$ cat src/rtl/fft8_input_framer.sv
// Input framer for the 8-point FFT core: collects 8 complex samples per frame into a
// ping-pong buffer and presents the held frame as packed parallel buses.
`timescale 1ns/1ps

module fft8_input_framer #(
  parameter int DATA_W   = 32,
  parameter bit ZERO_PAD = 1'b1
) (
  input  logic                clk,
  input  logic                rst,
  input  logic                s_valid,
  output logic                s_ready,
  input  logic [DATA_W-1:0]   s_real,
  input  logic [DATA_W-1:0]   s_imag,
  input  logic                s_last,
  output logic                frm_valid,
  input  logic                frm_ready,
  output logic [8*DATA_W-1:0] frm_real,
  output logic [8*DATA_W-1:0] frm_imag,
  output logic                err_short,
  output logic [15:0]         frm_count
);

  logic [1:0]        full_q, full_d;
  logic              wr_sel_q, wr_sel_d;
  logic              rd_sel_q, rd_sel_d;
  logic [2:0]        wr_idx_q, wr_idx_d;
  logic              err_short_q, err_short_d;
  logic [15:0]       frm_count_q, frm_count_d;
  logic [DATA_W-1:0] buf_re_q [2][8];
  logic [DATA_W-1:0] buf_re_d [2][8];
  logic [DATA_W-1:0] buf_im_q [2][8];
  logic [DATA_W-1:0] buf_im_d [2][8];

  logic accept, close, early, handoff;

  assign s_ready   = ~full_q[wr_sel_q];
  assign frm_valid = full_q[rd_sel_q];
  assign err_short = err_short_q;
  assign frm_count = frm_count_q;

  assign accept  = s_valid & s_ready;
  assign early   = accept & ZERO_PAD & s_last & (wr_idx_q != 3'd7);
  assign close   = accept & ((wr_idx_q == 3'd7) | (ZERO_PAD & s_last));
  assign handoff = frm_valid & frm_ready;

  // NOTE: every _d gets its hold value before any branch, so no path leaves a latch.
  always_comb begin
    full_d      = full_q;
    wr_sel_d    = wr_sel_q;
    rd_sel_d    = rd_sel_q;
    wr_idx_d    = wr_idx_q;
    frm_count_d = frm_count_q;
    err_short_d = early;
    buf_re_d    = buf_re_q;
    buf_im_d    = buf_im_q;

    if (accept) begin
      buf_re_d[wr_sel_q][wr_idx_q] = s_real;
      buf_im_d[wr_sel_q][wr_idx_q] = s_imag;
      wr_idx_d = wr_idx_q + 3'd1;
    end

    if (early) begin
      for (int k = 0; k < 8; k++) begin
        if (k > int'(wr_idx_q)) begin
          buf_re_d[wr_sel_q][k] = '0;
          buf_im_d[wr_sel_q][k] = '0;
        end
      end
    end

    // Close and hand-off always target different buffers, so both flag updates stand.
    if (close) begin
      full_d[wr_sel_q] = 1'b1;
      wr_sel_d         = ~wr_sel_q;
      wr_idx_d         = 3'd0;
    end

    if (handoff) begin
      full_d[rd_sel_q] = 1'b0;
      rd_sel_d         = ~rd_sel_q;
      frm_count_d      = frm_count_q + 16'd1;
    end
  end

  // NOTE: the sample buffers are cleared on reset so a stale frame can never be presented.
  always_ff @(posedge clk) begin
    if (rst) begin
      full_q      <= 2'b00;
      wr_sel_q    <= 1'b0;
      rd_sel_q    <= 1'b0;
      wr_idx_q    <= 3'd0;
      err_short_q <= 1'b0;
      frm_count_q <= 16'd0;
      for (int b = 0; b < 2; b++) begin
        for (int k = 0; k < 8; k++) begin
          buf_re_q[b][k] <= '0;
          buf_im_q[b][k] <= '0;
        end
      end
    end else begin
      full_q      <= full_d;
      wr_sel_q    <= wr_sel_d;
      rd_sel_q    <= rd_sel_d;
      wr_idx_q    <= wr_idx_d;
      err_short_q <= err_short_d;
      frm_count_q <= frm_count_d;
      buf_re_q    <= buf_re_d;
      buf_im_q    <= buf_im_d;
    end
  end

  always_comb begin
    frm_real = '0;
    frm_imag = '0;
    for (int k = 0; k < 8; k++) begin
      frm_real[k*DATA_W +: DATA_W] = buf_re_q[rd_sel_q][k];
      frm_imag[k*DATA_W +: DATA_W] = buf_im_q[rd_sel_q][k];
    end
  end

endmodule

$ cat config.mk
export PLATFORM = sky130hd
export DESIGN_NAME = fft8_input_framer
export DESIGN_NICKNAME = d
export VERILOG_FILES = /design/src/rtl/fft8_input_framer.sv
export SDC_FILE = /design/constraint.sdc
export NUM_CORES = 2
export LEC_CHECK = 0
export BUFFER_PORTS_ARGS = -buffer_cell sky130_fd_sc_hd__buf_2
export CORE_MARGIN = 8
export CORE_UTILIZATION = 45
export CTS_CLUSTER_DIAMETER = 200
export CTS_CLUSTER_SIZE = 25
export DETAILED_ROUTE_END_ITERATION = 10
export PLACE_DENSITY = 0.69
export SYNTH_ARGS = -nofsm -noshare
export SYNTH_HDL_FRONTEND = slang
export SYNTH_SLANG_ARGS = --single-unit
$ cat constraint.sdc
create_clock -name clk -period 2.29 [get_ports clk]
set_clock_uncertainty 0.05 [all_clocks]
set_input_delay 0.458 -clock clk [delete_from_list [all_inputs] [get_ports clk]]
set_output_delay 0.458 -clock clk [all_outputs]
set_load 0.005 [all_outputs]
==> impl_metrics.ini <==
[pwr]
power.density_nw_per_um2 = 614.1
clkPwrFrac_pct = 30.5
p_sw_share_pct = 26.12
p_total_mw = 31.81
intPower_mw = 23.50
p_sw_mw = 8.309
p_leak_nw = 19.93
vdd_drop_max_v = 0.0004827
p_comb_share_pct = 11.2
seqPwrFrac_pct = 58.2

[setup_path]
worstPathMaxFanout = 11
start_kind = register
end_kind = output pin
arrival_ns = 2.19
cp.required_ns = 1.78
path_class = reg2out

[global_routing]
grt_pass1_vias = 36677
grt_max_degree = 108
overflow = 0
grt_usage_pct = 28.64
antenna_found_initial = 3
grt_first_pass_wirelength_um = 238000

[clocking]
cts_max_path_buffers = 3
cts_root_buf = clkbuf_16
cts.sinks = 1048
clkTransAtPathRegs_ns = 0.11
clkLatencyLatePin_ns = 0.64
cts_tree = done
cts_max_level = 2
numCtsBuffers = 47

[floorplanning]
rows = 113
start_util_pct = 45.27
die_y_um = 324.7
core_sq_um = 94730
dieArea_sq_um = 105400
num_io_pins = 600
die_w_um = 324.7

[detailed_routing]
wl_um = 164700
vias_per_cell = 5.786
first_pass_iters = 6
drc = 0
vias = 38991
wl_per_cell_um = 24.45
drtIter0Drc = 4637
detail-route-antenna-nets = 0

[place]
gp_congestion = 0.8254
port_buffers = 599
postPlaceCellArea_sq_um = 48400
place_ws_ns = -0.001825
dp_hpwl_um = 104700

[run_status]
violations = negative setup slack
outcome = complete, but fails checks

[sta]
fmax_mhz = 370.5
setup_viol = 546
timing.hold.ws_ns = 0.1028
rsz0062_at_grt = yes
fin_crit_ns = 2.699
worst_slack_ns = -0.4094
finalCritPeriodShare_pct = 117.9
worst_pin_slew_ns = 1.237
finalHoldViolCount = 0
slew-limit-headroom_pct = 17.23
slew_violations = 0

[job]
maxCapViolations = 0

[synth]
ys_warn_count = 0
ys_types = 59
postSynthCellCount = 5076
syn_area_sq_um = 42890
async_reset_ff_share_pct = 0
ys_ff_latch = 1048
synth_nets = 5150
ys_seq_area_share_pct = 48.92
synth_edf_count = 0
avgSynthCellArea_sq_um = 8.449
ys.flop_type = dfxtp_1

[finish]
drive_above_1_share_pct = 26.85
final_area_sq_um = 51800
area.growth.synth_to_final_pct = 20.80
final_util_pct = 54.69
nets = 5543

[worst_hold_path]
hp-class = in2reg
cells in the final DEF, fill, tap and decap left out, drive strengths merged, types with 2 or more instances in the layout:
cell,netlist,final
bufbuf,0,2
nand3,110,110
o211a,2,2
or3,3,3
inv,39,40
o22ai,2,2
nor2,92,92
a22oi,32,32
diode,0,2
and3,6,6
and2,3,3
nor3b,2,2
buf,108,812
xnor2,3,3
o211ai,3,3
ha,5,5
mux2i,2,2
nand4,5,5
a21o,8,8
mux2,514,514
dfxtp,1048,1048
a22o,124,124
o31ai,7,7
o32ai,34,34
o21ai,104,104
clkbuf,389,76
a211oi,34,34
a21oi,816,816
or4,4,4
nand2,1497,1497
xor2,7,7
nand2b,5,5
nor2b,2,2
nand3b,3,3
or2,9,9
nand4bb,2,2
nor3,42,42
power by group through the flow:
stage               sequential [mW]  combinational (mW)  clock (mW)
global route                   18.6                3.72        10.5
detailed placement             18.9                3.20           0
global placement               18.9                3.18           0
CTS                            18.5                3.30        9.84
finish                         18.5                3.57        9.71
floorplan                      18.9                1.63           0
synth_stat cells (5+ instances only):
master       n  area (sq um)
a211oi_1    33         247.7
a21o_1       8         60.06
a21oi_1    816          4084
a22o_1     124          1086
a22oi_1     32         240.2
and3_1       6         37.54
buf_1       26         97.59
buf_2       79         395.4
clkbuf_1   389          1460
dfxtp_1   1048         20980
ha_1         5         62.56
inv_1       38         142.6
mux2_2     513          5777
nand2_1   1497          5619
nand2b_1     5         31.28
nand3_1    110         550.5
nand4_1      5         31.28
nor2_1      90         337.8
nor3_1      40         200.2
o21ai_0     90         450.4
o21ai_1     14         70.07
o31ai_1      6         45.04
o32ai_1     33         289.0
xor2_1       7         61.31
cells by family (layout without fill, tap and decap cells):
family | Yosys count | after routing | share of synthesized area [%]
buffers and inverters | 536 | 932 | 4.948
and+or+nand+nor | 1792 | 1792 | 16.59
AOI/OAI and AO/OA | 1169 | 1169 | 15.64
muxes | 516 | 516 | 13.55
xor gates and xnor gates | 10 | 10 | 0.2042
adders and majority gates | 5 | 5 | 0.1459
DFF | 1048 | 1048 | 48.92
other | 0 | 2 | 0
layout make-up:
type	count	area [sq um]
fillers	8482	42920
flip-flops and latches	1048	20980
multi-input cells	3492	20490
repair buffers	841	7348
well taps	1265	1583
clock buffers	50	1219
inverters	39	146.4
clock inverters	2	25.02
diodes	2	5.005
worst max-delay path: stages, from the launching register on:
cell and delay (ns):
dfxtp_4 0.42, buf_12 0.12, buf_12 0.11, buf_12 0.17, clkbuf_16 0.19, mux2_2 0.38
buf_2 0.14
worst paths after layout:
check / start / endpoint / slack, ns / cells after the start
min: s_real[13] / buf_re_q[301] / 0.10 / 3
min reg2reg: buf_re_q[343] / buf_re_q[343] / 0.41 / 2
max: rd_sel_q / frm_real[79] / -0.41 / 6
max reg2reg: wr_idx_q[0] / buf_re_q[129] / -0.17 / 7
timing repair:
item	in CTS	in global routing
hold endpoints to repair	2	0
setup endpoints to repair	534	641
buffers inserted	3	25
hold buffers	1	0
resized for setup	41	152
gates cloned	8	31
layer usage:
metal / vias up / track usage, % / routed length, um
met3: 319 / 5.322 / 15280
met5: - / 0 / 10
met4: 2 / 11.51 / 7332
met2: 1975 / 46.21 / 75200
li1: 17833 / - / -
met1: 18862 / 37.74 / 66920
stage by stage:
stage / TNS [ns] / cells
floorplan: 0 / 5076
global placement: 0 / 6618
detailed placement: -0.001825 / 6618
CTS: -168.47 / 6682
global route: -207.38 / 6738
finish: -166.73 / 6739
Note: power is estimated with default switching activity, not from simulation.
